===== src/rtl/active_window_tracker.sv =====
// active_window_tracker
//   Qualifies raw raster counters from the video timing generator. It checks
//   that the counters step in order and locks onto the raster. Once locked, it
//   produces active-area pixel coordinates, a data-enable (ready) and
//   line/frame boundary strobes. Every output is registered, one clock after
//   the sample.
//
// Ports
//   clk          pixel clock
//   rst          synchronous reset, active-high
//   hcount       horizontal counter, 0..H_TOTAL-1
//   vcount       vertical counter, 0..V_TOTAL-1
//   posx, posy   active-area coordinates >> SCALE_SHIFT, 0 when not ready
//   ready        active pixel on a locked raster
//   line_start   first active pixel of an active line
//   line_end     last active pixel of an active line
//   frame_start  first active pixel of the frame
//   frame_end    last active pixel of the frame
//   locked       lock FSM is in LOCKED
//   sync_err     one-cycle pulse on a counter continuity violation
module active_window_tracker #(
  parameter int unsigned CNT_W       = 10,
  parameter int unsigned H_TOTAL     = 800,
  parameter int unsigned V_TOTAL     = 525,
  parameter int unsigned H_START     = 144,
  parameter int unsigned H_END       = 784,
  parameter int unsigned V_START     = 35,
  parameter int unsigned V_END       = 515,
  parameter int unsigned SCALE_SHIFT = 0
) (
  input  logic             clk,
  input  logic             rst,
  input  logic [CNT_W-1:0] hcount,
  input  logic [CNT_W-1:0] vcount,
  output logic [CNT_W-1:0] posx,
  output logic [CNT_W-1:0] posy,
  output logic             ready,
  output logic             line_start,
  output logic             line_end,
  output logic             frame_start,
  output logic             frame_end,
  output logic             locked,
  output logic             sync_err
);

  // Raster constants at counter width. The range limits carry one extra bit so
  // that a period equal to 2**CNT_W still compares correctly.
  localparam logic [CNT_W-1:0] H_LAST    = CNT_W'(H_TOTAL - 1);
  localparam logic [CNT_W-1:0] V_LAST    = CNT_W'(V_TOTAL - 1);
  localparam logic [CNT_W:0]   H_LIMIT   = (CNT_W+1)'(H_TOTAL);
  localparam logic [CNT_W:0]   V_LIMIT   = (CNT_W+1)'(V_TOTAL);
  localparam logic [CNT_W-1:0] H_START_C = CNT_W'(H_START);
  localparam logic [CNT_W-1:0] H_END_C   = CNT_W'(H_END);
  localparam logic [CNT_W-1:0] H_FINAL_C = CNT_W'(H_END - 1);
  localparam logic [CNT_W-1:0] V_START_C = CNT_W'(V_START);
  localparam logic [CNT_W-1:0] V_END_C   = CNT_W'(V_END);
  localparam logic [CNT_W-1:0] V_FINAL_C = CNT_W'(V_END - 1);

  typedef enum logic [1:0] {
    ST_SEARCH = 2'd0,
    ST_SYNC   = 2'd1,
    ST_LOCKED = 2'd2
  } state_e;

  state_e           state_q, state_d;
  logic [CNT_W-1:0] prev_h_q, prev_v_q;

  logic [CNT_W-1:0] posx_q, posx_d;
  logic [CNT_W-1:0] posy_q, posy_d;
  logic             ready_q, ready_d;
  logic             line_start_q, line_start_d;
  logic             line_end_q, line_end_d;
  logic             frame_start_q, frame_start_d;
  logic             frame_end_q, frame_end_d;
  logic             locked_q, locked_d;
  logic             sync_err_q, sync_err_d;

  logic [CNT_W-1:0] exp_h_c, exp_v_c;
  logic             out_of_range_c;
  logic             mismatch_c;
  logic             in_win_c;
  logic             at_origin_c;
  logic             at_last_c;
  logic             qual_c;
  logic [CNT_W-1:0] hoff_c, voff_c;

  // Predict the sample that should follow the previous one.
  always_comb begin
    exp_h_c = '0;
    exp_v_c = prev_v_q;
    if (prev_h_q < H_LAST) begin
      exp_h_c = prev_h_q + CNT_W'(1);
    end else if (prev_v_q < V_LAST) begin
      exp_v_c = prev_v_q + CNT_W'(1);
    end else begin
      exp_v_c = '0;
    end
  end

  // Continuity check. Out-of-range counters always count as a mismatch.
  always_comb begin
    out_of_range_c = ({1'b0, hcount} >= H_LIMIT) || ({1'b0, vcount} >= V_LIMIT);
    mismatch_c     = out_of_range_c || (hcount != exp_h_c) || (vcount != exp_v_c);
    at_origin_c    = (hcount == '0) && (vcount == '0);
    at_last_c      = (hcount == H_LAST) && (vcount == V_LAST);
  end

  // The active window is half-open on both axes.
  always_comb begin
    in_win_c = (hcount >= H_START_C) && (hcount < H_END_C) &&
               (vcount >= V_START_C) && (vcount < V_END_C);
  end

  // Lock FSM: next state and the error pulse.
  always_comb begin
    state_d    = state_q;
    sync_err_d = 1'b0;
    unique case (state_q)
      ST_SEARCH: begin
        if (at_origin_c) state_d = ST_SYNC;
      end
      ST_SYNC: begin
        if (mismatch_c) begin
          state_d    = ST_SEARCH;
          sync_err_d = 1'b1;
        end else if (at_last_c) begin
          state_d = ST_LOCKED;
        end
      end
      ST_LOCKED: begin
        if (mismatch_c) begin
          state_d    = ST_SEARCH;
          sync_err_d = 1'b1;
        end
      end
      default: state_d = ST_SEARCH;
    endcase
    locked_d = (state_d == ST_LOCKED);
  end

  // Qualified outputs. They are computed only from the current sample, so a
  // glitch never leaves residue in the coordinates.
  always_comb begin
    qual_c        = (state_q == ST_LOCKED) && !mismatch_c && in_win_c;
    hoff_c        = hcount - H_START_C;
    voff_c        = vcount - V_START_C;
    posx_d        = '0;
    posy_d        = '0;
    ready_d       = qual_c;
    line_start_d  = qual_c && (hcount == H_START_C);
    line_end_d    = qual_c && (hcount == H_FINAL_C);
    frame_start_d = line_start_d && (vcount == V_START_C);
    frame_end_d   = line_end_d && (vcount == V_FINAL_C);
    if (qual_c) begin
      posx_d = hoff_c >> SCALE_SHIFT;
      posy_d = voff_c >> SCALE_SHIFT;
    end
  end

  // State, previous sample and output registers.
  always_ff @(posedge clk) begin
    if (rst) begin
      state_q       <= ST_SEARCH;
      prev_h_q      <= '0;
      prev_v_q      <= '0;
      posx_q        <= '0;
      posy_q        <= '0;
      ready_q       <= 1'b0;
      line_start_q  <= 1'b0;
      line_end_q    <= 1'b0;
      frame_start_q <= 1'b0;
      frame_end_q   <= 1'b0;
      locked_q      <= 1'b0;
      sync_err_q    <= 1'b0;
    end else begin
      state_q       <= state_d;
      prev_h_q      <= hcount;
      prev_v_q      <= vcount;
      posx_q        <= posx_d;
      posy_q        <= posy_d;
      ready_q       <= ready_d;
      line_start_q  <= line_start_d;
      line_end_q    <= line_end_d;
      frame_start_q <= frame_start_d;
      frame_end_q   <= frame_end_d;
      locked_q      <= locked_d;
      sync_err_q    <= sync_err_d;
    end
  end

  assign posx        = posx_q;
  assign posy        = posy_q;
  assign ready       = ready_q;
  assign line_start  = line_start_q;
  assign line_end    = line_end_q;
  assign frame_start = frame_start_q;
  assign frame_end   = frame_end_q;
  assign locked      = locked_q;
  assign sync_err    = sync_err_q;

endmodule

===== config.mk =====
export PLATFORM = sky130hd
export DESIGN_NAME = active_window_tracker
export DESIGN_NICKNAME = d
export VERILOG_FILES = /design/src/rtl/active_window_tracker.sv
export SDC_FILE = /design/constraint.sdc
export NUM_CORES = 1
export LEC_CHECK = 0
export BUFFER_PORTS_ARGS = -buffer_cell sky130_fd_sc_hd__buf_2
export CAP_MARGIN = 20
export CELL_PAD_IN_SITES_DETAIL_PLACEMENT = 1
export CELL_PAD_IN_SITES_GLOBAL_PLACEMENT = 2
export CORE_ASPECT_RATIO = 0.7
export CORE_MARGIN = 5
export CORE_UTILIZATION = 33
export CTS_CLUSTER_DIAMETER = 30
export DETAILED_ROUTE_END_ITERATION = 12
export PLACE_DENSITY = 0.88
export REMOVE_ABC_BUFFERS = 1
export SETUP_SLACK_MARGIN = 0.1
export SYNTH_ARGS = -nofsm -noshare
export SYNTH_HDL_FRONTEND = slang
export SYNTH_SLANG_ARGS = --single-unit

===== constraint.sdc =====
create_clock -name clk -period 3.9 [get_ports clk]
set_clock_uncertainty 0.1 [all_clocks]
set_input_delay 0.39 -clock clk [delete_from_list [all_inputs] [get_ports clk]]
set_output_delay 0.39 -clock clk [all_outputs]
set_load 0.1 [all_outputs]

======== After elaboration in Yosys (flattened, before gate mapping) ========
Index checks and enable logic that the tools add are counted.
storage, ports and cells
  register bits ........................... 49
  input port bits ......................... 22
  output and inout bits ................... 27
  logic and storage cells ................. 67
cells by class
  add/subtract/negate cells ............... 4
  magnitude comparators ................... 8
  equality and inequality tests ........... 11
  mux-type cells .......................... 9
  bitwise operators ....................... 2
  reductions and logical operators ........ 21
operator list
  kind                     count
  $eq A10 B10 Y1 const B   4
  $lt A10 B10 Y1 const B   4
  $mux W10                 3
  $add A10 B1 Y10 const B  2
  $ge A10 B10 Y1 const B   2
  $logic_not A10 Y1        2
  $ne A10 B10 Y1           2
  $logic_and A1 B1 Y1      11
  $eq A10 B6 Y1 const B    1
  $eq A10 B8 Y1 const B    1
  $ge A10 B6 Y1 const B    1
  $ge A10 B8 Y1 const B    1
  $sub A10 B6 Y10 const B  1
  $sub A10 B8 Y10 const B  1
  $mux W2                  4
  $pmux W2 S3              1
  $reduce_or A2 Y1         3
  $eq A2 B2 Y1 const B     2
  $logic_or A1 B1 Y1       3
  $eq A2 B1 Y1 const B     1
  $logic_not A2 Y1         1
  $not A1 Y1               2
  $logic_not A1 Y1         1
  $mux W1                  1

======== Depth between registers and ports, before layout ========
Gate-level depths: netlist of run 1.
  depth in word-level cells ............... 10
  mapped depth ............................ 11

======== Worst setup path before layout of run 1 ========
No wires, ideal clock.
  path type ............................... flip-flop to flip-flop
  from .................................... register prev_h_q[0]
  to ...................................... register frame_start_q, in the netlist frame_start
  arrival time ............................ 2.507 ns
  required time ........................... 3.712 ns
  setup slack ............................. 1.205 ns
  cell stages (with the launch flop) ...... 10
  clock period less this slack ............ 2.695 ns
  cell sequence ........................... dfxtp_1 -> ha_1 -> nand4_2 -> or4_1 -> and3_1 -> nor4b_2 -> nand4_1 -> nor3_1 -> nand3_4 -> nor4_2
on the way
  longest elaborated chain between the ends .. 10
RTL lines
  element                                            RTL line  RTL
  start, declared                                    66        logic [CNT_W-1:0] prev_h_q, prev_v_q;
  start signal, assigned                             177       prev_h_q <= hcount;
  $add A10 B1 Y10 or $lt A10 B10 Y1 (tied branches)  92, 91
  $mux W10                                           91        if (prev_h_q < H_LAST) begin
  $ne A10 B10 Y1                                     103       mismatch_c = out_of_range_c || (hcount != exp_h_c) || (vcount != exp_v_c);
  $logic_or A1 B1 Y1                                 103
  $logic_or A1 B1 Y1 (*)                             103
  $logic_not A1 Y1 (*)                               144       qual_c = (state_q == ST_LOCKED) && !mismatch_c && in_win_c;
  $logic_and A1 B1 Y1 (*) (2 in series)              144
  $logic_and A1 B1 Y1 (*)                            150       line_start_d = qual_c && (hcount == H_START_C);
  $logic_and A1 B1 Y1 (*)                            152       frame_start_d = line_start_d && (vcount == V_START_C);
  end signal, assigned                               184       frame_start_q <= frame_start_d;
  end, declared                                      73        logic frame_start_q, frame_start_d;
Mark *: on every way between the ends. The rest lies on a longest branch, timed or not.
A chain may end at the register's enable or synchronous reset.

======== Worst setup path after layout of run 1 ========
  from .................................... register prev_h_q[0]
  to ...................................... register frame_end_q, in the netlist frame_end
on the way
  longest elaborated chain between the ends .. 10
RTL lines
  element                                            RTL line  RTL
  $add A10 B1 Y10 or $lt A10 B10 Y1 (tied branches)  92, 91
  $mux W10                                           91
  $ne A10 B10 Y1                                     103
  $logic_or A1 B1 Y1                                 103
  $logic_or A1 B1 Y1 (*)                             103
  $logic_not A1 Y1 (*)                               144
  $logic_and A1 B1 Y1 (*) (2 in series)              144
  $logic_and A1 B1 Y1 (*)                            151       line_end_d = qual_c && (hcount == H_FINAL_C);
  $logic_and A1 B1 Y1 (*)                            153       frame_end_d = line_end_d && (vcount == V_FINAL_C);
  end signal, assigned                               185       frame_end_q <= frame_end_d;
  end, declared                                      74        logic frame_end_q, frame_end_d;
Marks and branches as above.

==> results.ini, run 1 <==
[pwr]
leakagePower_nw = 1.40
power_mw = 1.15
ir_worst_vdd_uv = 150
cellPowerDensity_mw_per_mm2 = 330

[finish]
diodes = 0
final_core_util_pct = 38.6
multi_input_comb_area_mm2 = 0.00191
layout_commonest_cell = dfxtp_1
nets = 441
register_area_um2 = 981
fill_cells = 1123
final_cell_mix = 49 x dfxtp_1, 48 x nor2_1, 48 x buf_2
area_growth_pct = 14.3
drive_above_1_share_pct = 17.5

[outcome]
status = completed

[synth]
async_reset_ff_share_pct = 0
synth.distinct_cells = 65
synth_top_family_by_area = simple AND/OR/NAND/NOR gates
ys_ff_latch = 49
seq_area_frac_synth_pct = 32.0
synth_edf_count = 0
yosys.area_share.simple_pct = 28.6
ys_warn_count = 0
synth_compound_area_share_pct = 20.2
postSynthAreaPerCell_um2 = 8.23
synth_fa_ha_area_share_pct = 6.13
syn-cell-area_mm2 = 0.00306
postSynthCellCount = 372
synth-xor-area-share_pct = 6.58
synth_ff_type = dfxtp_1
synthMuxAreaShare_pct = 0.368

[grt]
grt_overflow_total = 0
grt_pass1_wl_um = 16500
grt_antenna_before_repair = 0
grt_pass1_vias = 3051
grt_usage_pct = 17.8
grt_max_degree = 26

[drt]
vias = 2946
drt_iter0_markers = 219
wl_per_cell_um = 19.0
postRouteAntennaNets = 0
vias_per_cell = 5.57
drc = 0
wl_um = 10000
first_pass_iters = 4

[clocking]
htree_levels = 2
clkTransAtPathRegs_ns = 0.07
cts_hold_buf = 0
clkLatencyLatePin_ns = 0.30
cts.path.max_buffers = 2
root_buffer = clkbuf_16
numCtsBuffers = 5
cts_num_sinks = 49
cts_tree = built

[worst_setup_path]
worstPathRequired_ns = 4.01
rr_startpoint = prev_h_q[0]
cp_max_fo = 25
critPathArrivalTime_ns = 3.51
cpMaxStageDelayCell = a21oi_2
cp_cell_sequence = ha_1 > nand4_4 > a21oi_2 > nor3_1 > a211o_1 > nor4_1 > and3_1 > nand3_4 > nor4_2
reg2reg_to = frame_end
worstRegToRegCells = 9
startpoint_type = flop
critPathCaptureType = flop
cp_slowest_stage_delay_ns = 0.53
rrSetupSlack_ns = 0.49
crit_type = flop to flop

[timing]
fmax_mhz = 294
drv_slew = 0
final-hold-violation-count = 0
worst_pin_slew_ns = 0.868
grt_setup_unrepaired = no
setup_viol = 0
period_needed_ns = 3.41
maxSlewHeadroom_pct = 41.6
tns_ns = 0
finalCritPeriodShare_pct = 87.3

[floorplan]
die_w_um = 125
die_h_um = 90.6
num_rows = 29
ios = 49
initial_utilization_pct = 33.8
coreArea_mm2 = 0.00907
die_area_mm2 = 0.0113

[place]
gp_congestion = 0.891
portBuffers = 48
dp_hpwl_um = 7640

[worst_hold_path]
min_to = posy[0]
hold_class = input pin to flop
hold_depth = 2
worstHoldStart = vcount[0]

[flow_run]
drv_cap = 0

-- what timing repair did --
item,CTS,global route
resized for setup,0,2
buffers inserted,0,0
endpoints found under the setup margin,0,2
-- how the worst max path moves through the flow --
stage                 from     endpoint
3_5_place_dp   prev_h_q[0]  frame_start
4_1_cts        prev_h_q[0]  frame_start
3_3_place_gp   prev_h_q[0]  frame_start
6_report       prev_h_q[0]    frame_end
5_1_grt        prev_h_q[0]  frame_start
2_1_floorplan  prev_h_q[0]    frame_end
-- worst max-delay path: cells and delay by family, from the launching register on --
kind                     cells  cell delay, ns
AO/OA/AOI/OAI                2            0.82
adder cells (fa/ha/maj)      1            0.33
flip-flops                   1            0.40
AND/OR/NAND/NOR              6            1.68
-- cells by family after synthesis --
group | Yosys count
compound gates | 84
simple gates | 158
fa+ha+maj | 15
mux | 1
xor+xnor | 23
buf+inv | 42
flops | 49
-- final cells by class --
| class | instances | share of cell area, % |
|---|---|---|
| flip-flops and latches | 49 | 28.0 |
| multi-input cells | 281 | 54.5 |
| clock inverters | 3 | 0.608 |
| repair buffers | 48 | 6.86 |
| well taps | 124 | 4.43 |
| clock buffers | 5 | 3.58 |
| inverters | 19 | 2.04 |
-- flip-flops by register name, summed over array words and instances (netlist names) --
name and cells:
state_q 2, sync_err 1, locked 1, frame_start 1, posx 10, ready 1
line_end 1, posy 10, prev_h_q 10, prev_v_q 10, line_start 1, frame_end 1
-- metal layers --
layer / track usage, % / vias to the layer above / share of wire, %
li1: - / 1408 / -
met1: 25.5 / 1421 / 49
met2: 27.2 / 107 / 44
met3: 3.84 / 10 / 6.7
met4: 4.06 / 0 / 1.0
met5: 0 / - / 0
-- report_power, final --
| group | internal (mW) | total [mW] | switching (mW) | leakage, nW |
|---|---|---|---|---|
| sequential | 0.511 | 0.537 | 0.0261 | 0.400 |
| clock | 0.239 | 0.447 | 0.208 | 0.0702 |
| combinational | 0.0646 | 0.170 | 0.105 | 0.925 |
| total | 0.815 | 1.15 | 0.339 | 1.40 |
-- cell usage after synthesis, drive strengths merged, types with 2 or more instances --
master | n | area [um^2]
dfxtp | 49 | 981
nor2 | 48 | 180
inv | 19 | 71.3
nand2 | 18 | 67.6
nand3 | 17 | 97.6
xnor2 | 16 | 140
a21oi | 15 | 78.8
ha | 15 | 188
buf | 13 | 77.6
nor2b | 13 | 81.3
nor3 | 12 | 71.3
o21ai | 12 | 60.1
clkbuf | 10 | 37.5
nand4 | 9 | 62.6
a31oi | 8 | 50.1
and3 | 7 | 43.8
nor4 | 7 | 56.3
xor2 | 7 | 61.3
a211oi | 5 | 47.5
a2111oi | 4 | 47.6
and4 | 4 | 35.0
nand2b | 4 | 25.0
o211ai | 4 | 30.0
o21a | 4 | 30.0
a21boi | 3 | 22.5
a311oi | 3 | 26.3
and2 | 3 | 18.8
nor4b | 3 | 38.8
o2bb2ai | 3 | 26.3
o31ai | 3 | 22.5
or3 | 3 | 18.8
a221o | 2 | 20.0
a2bb2oi | 2 | 17.5
nand3b | 2 | 15.0
nor3b | 2 | 15.0
o221ai | 2 | 17.5
o22ai | 2 | 12.5
or4 | 2 | 15.0
-- per-stage QoR --
step	hold WS (ns)	instance area [um^2]	instances	worst slack, ns
finish	0.275	3500	529	0.494
global route	0.289	3500	529	0.274
CTS	0.265	3490	529	0.361
detailed placement	0.518	3340	521	0.379
global placement	0.486	3340	521	0.514
floorplan	0.357	2950	349	0.894
Note: power is estimated with default switching activity, not from simulation.
==> inputs of run 2 (changes only) <==
Settings changed: PLACE_DENSITY 0.88 to default, PLACE_DENSITY_LB_ADDON from default to 0.05.
==> results.ini, run 2 (same netlist as run 1, synthesis figures left out) <==
[clocking]
post_cts_resized = 0  ; unchanged
post_cts_buffers = 0  ; unchanged
htree_levels = 2  ; unchanged
clkTransAtPathRegs_ns = 0.07  ; about the same
cts_num_sinks = 49  ; unchanged
clkLatencyLatePin_ns = 0.30  ; about the same
numCtsBuffers = 5  ; unchanged
cts.path.max_buffers = 2  ; unchanged
cts_tree = built  ; unchanged
root_buffer = clkbuf_16  ; unchanged
cts_hold_buf = 0  ; unchanged

[pwr]
p_sw_share_pct = 28.6  ; was 29.4%
cellPowerDensity_mw_per_mm2 = 330  ; about the same
switching_power_mw = 0.334  ; was 0.339 mW
ir_worst_vdd_uv = 148  ; was 150 uV
power.internal_mw = 0.834  ; was 0.815 mW
leakagePower_nw = 1.42  ; was 1.40 nW
pwr-share-seq_pct = 45.8  ; was 46.6%
clockPowerShare_pct = 39.2  ; was 38.7%
p_comb_share_pct = 15.0  ; was 14.7%

[drt]
vias_per_cell = 5.38  ; was 5.57
drc = 0  ; unchanged
wl_per_cell_um = 19.0  ; about the same
vias = 2868  ; was 2,946
first_pass_iters = 4  ; unchanged
wl_um = 10100  ; was 10,000 um
postRouteAntennaNets = 0  ; unchanged
drt_iter0_markers = 197  ; was 219

[floorplan]
die_w_um = 125  ; unchanged
initial_utilization_pct = 33.8  ; unchanged
die_area_mm2 = 0.0113  ; unchanged
ios = 49  ; unchanged
coreArea_mm2 = 0.00907  ; unchanged
die_h_um = 90.6  ; unchanged
num_rows = 29  ; unchanged

[grt]
grt_pass1_wl_um = 16200  ; was 16,500 um
grt_max_degree = 26  ; unchanged
grt_pass1_vias = 2789  ; was 3,051
grt_overflow_total = 0  ; unchanged
grt_antenna_before_repair = 0  ; unchanged
grt_usage_pct = 17.8  ; about the same

[worst_setup_path]
startpoint_type = flop  ; unchanged
cp_max_fo = 25  ; unchanged
worstPathRequired_ns = 4.01  ; about the same
crit_type = flop to flop  ; unchanged
critPathCaptureType = flop  ; unchanged
worstRegToRegCells = 9  ; unchanged
critPathArrivalTime_ns = 3.55  ; was 3.51 ns

[timing]
fmax_mhz = 290  ; was 294 MHz
grt_setup_unrepaired = no  ; unchanged
final-hold-violation-count = 0  ; unchanged
tns_ns = 0  ; unchanged
finalCritPeriodShare_pct = 88.3  ; was 87.3%
worst_pin_slew_ns = 0.583  ; was 0.868 ns
setup_viol = 0  ; unchanged
period_needed_ns = 3.45  ; was 3.41 ns
drv_slew = 0  ; unchanged
maxSlewHeadroom_pct = 60.1  ; was 41.6%

[place]
place_area_mm2 = 0.00337  ; was 0.00334 mm^2
dp_hpwl_um = 7890  ; was 7640 um
portBuffers = 48  ; unchanged
gp_congestion = 0.846  ; was 0.891

[worst_hold_path]
hold_depth = 2  ; unchanged
hold_class = input pin to flop  ; unchanged

[finish]
layout_commonest_cell = dfxtp_1  ; unchanged
diodes = 0  ; unchanged
final_cell_mix = 49 x dfxtp_1, 48 x nor2_1, 48 x buf_2  ; unchanged
drive_above_1_share_pct = 18.3  ; was 17.5%
area_growth_pct = 15.6  ; was 14.3%
nets = 445  ; was 441
finalInstanceArea_mm2 = 0.00354  ; was 0.00350 mm^2

[outcome]
status = completed  ; unchanged

[flow_run]
drv_cap = 0  ; unchanged

[run 2: critical path, stage by stage (launching register included)]
cell	delay, ns
dfxtp_1	0.41
ha_1	0.34
nand4_4	0.29
a2111oi_0	0.64
and3_1	0.24
a211oi_1	0.07
nor4_1	0.38
and3_1	0.27
nand3_4	0.29
nor4_2	0.32
[run 2: layout make-up]
| cell class | instances | area [um^2] |
|---|---|---|
| clock inverters | 2 | 13.8 |
| well taps | 124 | 155 |
| clock buffers | 6 | 139 |
| multi-input cells | 281 | 1910 |
| inverters | 19 | 71.3 |
| fillers | 1123 | 5530 |
| repair buffers | 52 | 270 |
| flip-flops and latches | 49 | 981 |
[run 2: metrics by stage]
step / hold WS (ns) / power, mW / setup slack [ns] / std cells / utilization (%)
floorplan: 0.357 / 0.641 / 0.894 / 349 / -
global placement: 0.512 / 0.720 / 0.438 / 525 / 37.2
detailed placement: 0.506 / 0.719 / 0.292 / 525 / 37.2
CTS: 0.271 / 1.18 / 0.244 / 533 / 38.9
global route: 0.290 / 1.22 / 0.166 / 533 / 39.0
finish: 0.276 / 1.17 / 0.455 / 533 / 39.0
[run 2: power by group through the flow]
stage               clock (mW)  combinational [mW]  sequential (mW)
global route             0.493               0.194            0.537
floorplan                    0               0.102            0.539
CTS                      0.475               0.174            0.534
detailed placement           0               0.173            0.545
global placement             0               0.174            0.546
finish                   0.457               0.176            0.535
[run 2: final timing paths]
path / start / end / slack (ns)
max: prev_h_q[0] / frame_start / 0.45
min: hcount[4] / posx[4] / 0.28
max reg2reg: prev_h_q[0] / frame_start / 0.45
min reg2reg: state_q[1] / state_q[1] / 0.53
[run 2: layer usage]
metal	vias to the layer above	routed length (um)	GRT usage, %
li1	1417	-	-
met1	1372	5330	26.8
met2	70	4130	25.5
met3	9	604	4.91
met4	0	80	2.89
met5	-	0	0
